$ cat config.mk
export PLATFORM = sky130hd
export DESIGN_NAME = seq_bit_serializer
export DESIGN_NICKNAME = d
export VERILOG_FILES = /design/src/rtl/seq_pkg.sv /design/src/rtl/seq_bit_serializer.sv
export SDC_FILE = /design/constraint.sdc
export NUM_CORES = 1
export LEC_CHECK = 0
export ABC_AREA = 0
export CORE_UTILIZATION = 47
export CTS_CLUSTER_SIZE = 20
export DETAILED_ROUTE_END_ITERATION = 12
export GPL_TIMING_DRIVEN = 1
export PLACE_DENSITY = 0.71
export REMOVE_ABC_BUFFERS = 1
export SYNTH_ARGS = -nofsm -noshare
export SYNTH_HDL_FRONTEND = slang
export SYNTH_SLANG_ARGS = --single-unit
$ cat constraint.sdc
create_clock -name clk -period 1.7 [get_ports clk]
set_input_delay 0.425 -clock clk [delete_from_list [all_inputs] [get_ports clk]]
set_output_delay 0.425 -clock clk [all_outputs]
set_load 0.005 [all_outputs]
$ cat src/rtl/seq_pkg.sv
// Shared types and constants for the serial sequence path.
// Holds the serializer state encoding and the detector pattern.
package seq_pkg;

    typedef enum logic [1:0] {
        IDLE  = 2'b01,
        SHIFT = 2'b10
    } state_t;

    localparam int DEFAULT_WIDTH = 8;

    // Sequence the downstream detector matches on x.
    localparam logic [4:0] DETECT_PATTERN = 5'b01101;

endpackage

$ cat src/rtl/seq_bit_serializer.sv
// Parallel-to-serial feeder for the sequence detector.
// One-word hold buffer plus shifter gives gapless streaming.
module seq_bit_serializer
    import seq_pkg::*;
#(
    parameter int WIDTH     = DEFAULT_WIDTH,
    parameter bit MSB_FIRST = 1'b1,
    parameter bit IDLE_BIT  = 1'b1
) (
    input  logic             clk,
    input  logic             reset,
    input  logic [WIDTH-1:0] din,
    input  logic             din_valid,
    output logic             din_ready,
    output logic             sout,
    output logic             sout_valid,
    output logic             word_done,
    output logic             busy
);

    localparam int CW = $clog2(WIDTH);
    localparam logic [CW-1:0] LAST_CNT = CW'(WIDTH - 1);

    state_t           state;
    state_t           state_nxt;
    logic [WIDTH-1:0] hold_reg;
    logic             hold_full;
    logic [WIDTH-1:0] shreg;
    logic [CW-1:0]    bit_cnt;
    logic             in_shift;
    logic             last_bit;
    logic             load;
    logic             accept;

    assign in_shift  = (state == SHIFT);
    assign last_bit  = in_shift && (bit_cnt == LAST_CNT);
    // Reload on the final-bit edge so the next word follows with no gap.
    assign load      = hold_full && ((state == IDLE) || last_bit);
    assign din_ready = !hold_full || load;
    assign accept    = din_valid && din_ready;

    // State register.
    always_ff @(posedge clk or posedge reset) begin
        if (reset) begin
            state <= IDLE;
        end else begin
            state <= state_nxt;
        end
    end

    // Next-state logic; any unknown encoding falls back to IDLE.
    always_comb begin
        state_nxt = IDLE;
        case (state)
            IDLE: begin
                state_nxt = load ? SHIFT : IDLE;
            end
            SHIFT: begin
                if (load) begin
                    state_nxt = SHIFT;
                end else if (last_bit) begin
                    state_nxt = IDLE;
                end else begin
                    state_nxt = SHIFT;
                end
            end
            default: begin
                state_nxt = IDLE;
            end
        endcase
    end

    // Serial outputs, driven from registers only.
    always_comb begin
        sout       = IDLE_BIT;
        sout_valid = 1'b0;
        word_done  = 1'b0;
        busy       = hold_full || in_shift;
        if (in_shift) begin
            sout       = MSB_FIRST ? shreg[WIDTH-1] : shreg[0];
            sout_valid = 1'b1;
            word_done  = last_bit;
        end
    end

    // Hold buffer: a new word may land on the same edge the old one loads.
    always_ff @(posedge clk or posedge reset) begin
        if (reset) begin
            hold_reg  <= '0;
            hold_full <= 1'b0;
        end else if (accept) begin
            hold_reg  <= din;
            hold_full <= 1'b1;
        end else if (load) begin
            hold_full <= 1'b0;
        end
    end

    // Shifter and bit counter, zero fill behind the output end.
    always_ff @(posedge clk or posedge reset) begin
        if (reset) begin
            shreg   <= '0;
            bit_cnt <= '0;
        end else if (load) begin
            shreg   <= hold_reg;
            bit_cnt <= '0;
        end else if (in_shift) begin
            if (MSB_FIRST) begin
                shreg <= {shreg[WIDTH-2:0], 1'b0};
            end else begin
                shreg <= {1'b0, shreg[WIDTH-1:1]};
            end
            bit_cnt <= last_bit ? '0 : bit_cnt + 1'b1;
        end
    end

endmodule

==> results by group <==
Run status
  • Status: complete, but fails checks
  • Failing checks: negative setup slack

STA
  • Final worst setup slack: -0.174 ns
  • Final Slew Violations: 0
  • Fin crit period: around 1.9 ns
  • Worst Skew: 0.00249 ns
  • Setup TNS: -2.22 ns
  • Slew margin rel.: 0.828
  • FMAX: between 0.5 and 0.6 GHz
  • RSZ-0062 raised after global routing: yes
  • Slew at the pin closest to its max-slew limit: around 0.26 ns
  • Setup violations, final: 21
  • Endpoints failing hold: 0
  • Tcrit/Tclk final: 1.10

Clock tree
  • CTS hold repair buffers: 0
  • Clock Latency Late Sink: 0.30 ns
  • H-tree depth: 1
  • Clock transition at path regs: about 0.12 ns
  • CTS buffer count: 3
  • Clock Tree Root: clkbuf_4
  • CTS tree: built
  • Max Buffers Root-to-Sink: 2
  • TritonCTS Sinks: 22

Hold path
  • HP Class: in2async

Synth
  • Mean post-synth cell area: approximately 14 um^2
  • Ys Warns: 0
  • Yosys top cell by area: dfrtp_1
  • Distinct cells, synth: 22
  • Sequential-to-total area share from yosys stat: 0.514
  • Area contributors post-synth: dfrtp_1 (49%), mux2_2 (23%), ha_1 (4.7%)
  • Seq cells post-synth: 22
  • Syn Inst Count: 76
  • Synth Cell Area: 1070 um^2
  • Yosys top cell area share: 0.490

Drt
  • Antenna Nets Post-Route: 0
  • Wire per inst: roughly 14 um
  • Vias per cell: about 4.9
  • 1st-pass router iterations: 2
  • DR vias: between 600 and 700
  • Drt drc: 0
  • Routed wire length: roughly 2000 um
  • Initial DRC count: 4

Global route
  • Largest net degree at the start of global routing: 23
  • First-pass GRT wire length: between 3000 and 4000 um
  • Initial antenna violation count: 0
  • GRT Residual Overflow: 0
  • GR Util All Layers: 0.195
  • Vias in the first global route: ~800

Floorplanning
  • Die width: roughly 50 um
  • Core box area: 2060 um^2
  • Initial Util: 0.521
  • I/O Pins: 16
  • Die Area: 2480 um^2
  • Rows: 16
  • Die H: around 50 um

Final layout
  • Footprint of the multi-input gates: 583 um^2
  • Fillers: roughly 140
  • Layout cells sized above 1: 0.596
  • Final #Nets: 130
  • Register area: about 550 um^2
  • Layout area overhead: 46.6%
  • Inserted Diodes: 0
  • Fin cells: between 100 and 150

Power
  • P per Cell Area: roughly 1700 nW/um^2
  • Tot Pwr: 2.70 mW
  • Max rail drop VDD: between 1000 and 1500 uV
  • Pleak: ~0.72 nW

Critical path
  • Critical path launch point type: flop
  • Crit path from: state[0]$_DFF_PP1_
  • Critical path type: reg2out
  • R2R depth: 8
  • Critical path capture point type: primary output
  • Most frequent CP cell: buf_6
  • CP peak stage delay: approximately 0.56 ns
  • Crit path max fanout: 4
  • CP Cell Sequence: inv_2 > ha_4 > buf_6 > and2_4 > buf_6
  • R2r endpoint: hold_reg[4]$_DFFE_PP0P_
  • Critical Path RT: between 1 and 1.5 ns
  • Worst Setup EP: word_done
  • Worst R2R Start: state[0]$_DFF_PP1_
  • FF-to-FF setup slack: -0.13 ns
  • Crit path max-delay cell type: dfstp_2
  • Critical path data arrival time: roughly 1.5 ns

Place
  • Port bufs: 15
  • Placed Instances: approximately 130
  • GPL Wtd Cong: 0.743
  • HPWL Detailed: roughly 1300 um

Job
  • Max-cap violations: 0
==> worst max-delay path: cells and delay by family, from the launching register on <==
family | cells | cell delay [ns]
adder cells (fa/ha/maj) | 1 | 0.17
buffers and inverters | 3 | 0.28
flip-flops | 1 | 0.56
AND/OR/NAND/NOR | 1 | 0.14
==> power by group <==
part / switching [mW] / leakage (nW) / internal (mW) / total (mW)
clock: 0.155 / 0.0150 / 0.0913 / 0.246
sequential: 0.129 / 0.264 / 0.778 / 0.907
combinational: 0.526 / 0.442 / 1.02 / 1.55
==> Yosys cell counts <==
master and n:
nor2b_1 2, dfstp_2 1, inv_1 3, nor2_1 2, and2_4 1, mux2_4 2, nand3b_1 1, ha_1 4
mux2_2 22, nand2_1 1, o21bai_1 1, o21ai_0 1, o21ai_4 1, a21oi_1 2, a21oi_4 1, mux2i_1 1
nand2b_1 4, buf_6 2, clkbuf_2 1, dfrtp_1 21, or2_2 1, a21boi_4 1
==> cell type report <==
type / instances / share of cell area
Multi-Input combinational cell: 48 / 0.370
Sequential cell: 22 / 0.351
Timing Repair Buffer: 37 / 0.234
Tap cell: 27 / 0.0215
Clock buffer: 4 / 0.0167
Inverter: 3 / 0.00715
==> worst min-delay path by stage <==
stage                     slack, ns                    start                       to
after floorplan                0.41                    reset   bit_cnt[0]$_DFFE_PP0P_
after global placement         0.49  hold_reg[4]$_DFFE_PP0P_  hold_reg[4]$_DFFE_PP0P_
after detailed placement       0.49  hold_reg[3]$_DFFE_PP0P_     shreg[3]$_DFFE_PP0P_
after CTS                      0.43                    reset  hold_reg[0]$_DFFE_PP0P_
after global routing           0.46                    reset  hold_reg[1]$_DFFE_PP0P_
final                          0.43                    reset     shreg[1]$_DFFE_PP0P_
==> cells by family (layout without fill, tap and decap cells) <==
| family | count (synthesis) | in the layout | share of synthesized area |
|---|---|---|---|
| buffers and inverters | 6 | 44 | 0.0361 |
| flip-flops | 22 | 22 | 0.514 |
| multiplexers | 25 | 25 | 0.268 |
| AO/OA/AOI/OAI | 7 | 7 | 0.0688 |
| AND/OR/NAND/NOR | 12 | 12 | 0.0664 |
| adder cells (fa/ha/maj) | 4 | 4 | 0.0466 |
==> metrics by stage <==
stage,setup slack [ns],instance area (um^2),hold WS (ns),util
after floorplan,-0.195,1050,0.413,-
after global placement,-0.278,1360,0.490,0.660
after detailed placement,-0.319,1360,0.488,0.660
after CTS,-0.162,1530,0.428,0.741
after global routing,-0.217,1570,0.462,0.763
final,-0.174,1570,0.433,0.763
==> placed cells by master, fill, tap and decap left out <==
cell / n
a21oi_4: 1
o21ai_4: 1
mux2_4: 14
buf_2: 2
dfstp_2: 1
nand2b_1: 3
dfrtp_1: 21
mux2_2: 10
ha_4: 3
nand2_2: 1
nor2_1: 1
a21oi_1: 2
buf_12: 2
nand2b_4: 1
o21ai_0: 1
o21bai_1: 1
buf_4: 11
ha_2: 1
clkdlybuf4s50_1: 10
inv_2: 1
mux2i_1: 1
or2_4: 1
nor2_2: 1
nand3b_1: 1
a21boi_4: 1
clkbuf_4: 3
inv_1: 2
clkbuf_1: 1
nor2b_1: 2
and2_4: 1
buf_6: 12
==> what timing repair did <==
item | CTS | global route
resized for setup | 48 | 10
setup endpoints to repair | 21 | 22
buffers inserted | 6 | 4
hold endpoints to repair | 0 | 0
pin swaps | 6 | 4
==> layer usage <==
layer	share of wire	track usage
met1	0.45	0.240
met2	0.50	0.329
met3	0.027	0.0370
met4	0.017	0.0857
met5	0	0
Note: power is estimated with default switching activity, not from simulation.
==> RTL change (same flow settings) <==
The package constant `DEFAULT_WIDTH` goes from 8 to 32.
--- a/src/rtl/seq_pkg.sv
+++ b/src/rtl/seq_pkg.sv
@@ -7,7 +7,7 @@
         SHIFT = 2'b10
     } state_t;
 
-    localparam int DEFAULT_WIDTH = 8;
+    localparam int DEFAULT_WIDTH = 32;
 
     // Sequence the downstream detector matches on x.
     localparam logic [4:0] DETECT_PATTERN = 5'b01101;
Interface: changed (resized din); port bits go from 16 to 40. No check against the original RTL was run, so the function may have changed too.
==> RTL change against the unedited design <==
The flow still finishes with violations (negative setup slack); power increased by 38%; routed wire length increased to 3.3 times the old value; sequential power increased by 120%; worst setup slack got worse by 250 ps; synthesized cell count increased to 3.0 times the old value; sequential cell count increased by 50; synthesized area increased to 2.9 times the old value; count of clock-buffer cells in the layout increased by 7; cell area increased to 2.7 times the old value; worst hold slack improved by 26 ps.
==> RTL change: results <==
{
  "outcome": "finished, violations left",
  "violations": "negative setup slack",
  "cts_made_buffers": 9,
  "whs_ps": 459,
  "yosysSeqAreaShare": 0.577,
  "synthAdderAreaFrac": 0.0160,
  "place_ws_ps": -393,
  "crit_path_top_delay_cell": "dfrtp_1",
  "ys_top_cells_by_count": "dfrtp_1, a221o_1, and3_1",
  "p_leak_nw": 1.97,
  "vias_per_cell": 5.80,
  "grt_max_degree": 73,
  "finClkSkew_ps": 9.38,
  "ir_drop_mv": 0.513,
  "regToRegSetupSlack_ps": -410,
  "multi_input_area_mm2": 0.00135,
  "final_net_count": 330,
  "ys_types": 34,
  "clkCellAreaFrac": 0.0469,
  "reg2reg_depth": 10,
  "drt_iter0_drc": 157,
  "drt-total-wl_mm": 6.59,
  "buffer_area_frac": 0.178,
  "reg2reg_to": "hold_reg[23]",
  "setup_viol_count_final": 71,
  "setup_ws_ps": -429,
  "path_max_fanout": 3,
  "grt_pass1_wl_mm": 10.2,
  "fillerInstances": 493,
  "netlist_top_cells_area": "dfrtp_1, a221o_1, mux2_1, mux2_2, and3_1",
  "p_seq_frac": 0.532,
  "dr.pass1.iters": 4,
  "place_area_mm2": 0.00368,
  "insertion_delay_ps": 340,
  "regArea_mm2": 0.00180,
  "clkbuf_count": 11,
  "dp_hpwl_mm": 3.40,
  "power.total_mw": 3.72,
  "dp_cells": 346
}
RTL change: cell count changes after synthesis, sizes merged, moves of 3 or more:
cell	before	now
dfrtp	21	71
and3	0	32
a221o	0	31
clkbuf	1	10
mux2	24	33
buf	2	7
nand2	1	5
a21oi	3	6
nand3	0	3
RTL change: routing by layer:
layer  part of all wire  wire (µm)  global-route usage  up-vias
li1                   -          -                   -      990
met1               0.44       2910               0.261     1093
met2               0.48       3140               0.282       64
met3              0.053        352              0.0406       16
met4              0.028        182              0.0924        0
met5                  0          0                   0        -
RTL change: kinds of logic after synthesis:
group | after synthesis
simple gates | 50
flops | 72
compound gates | 44
fa+ha+maj | 4
buf+inv | 22
mux | 35
RTL change: repair_timing:
item,4_1_cts,5_1_grt
buffers inserted,5,3
endpoints found under the setup margin,71,71
pin swaps,5,7
gates cloned,1,2
gates resized for setup,47,33
RTL change: worst min-delay path: cells and delay by family:
family                 cells  cell delay, ps
buffers and inverters      3             790
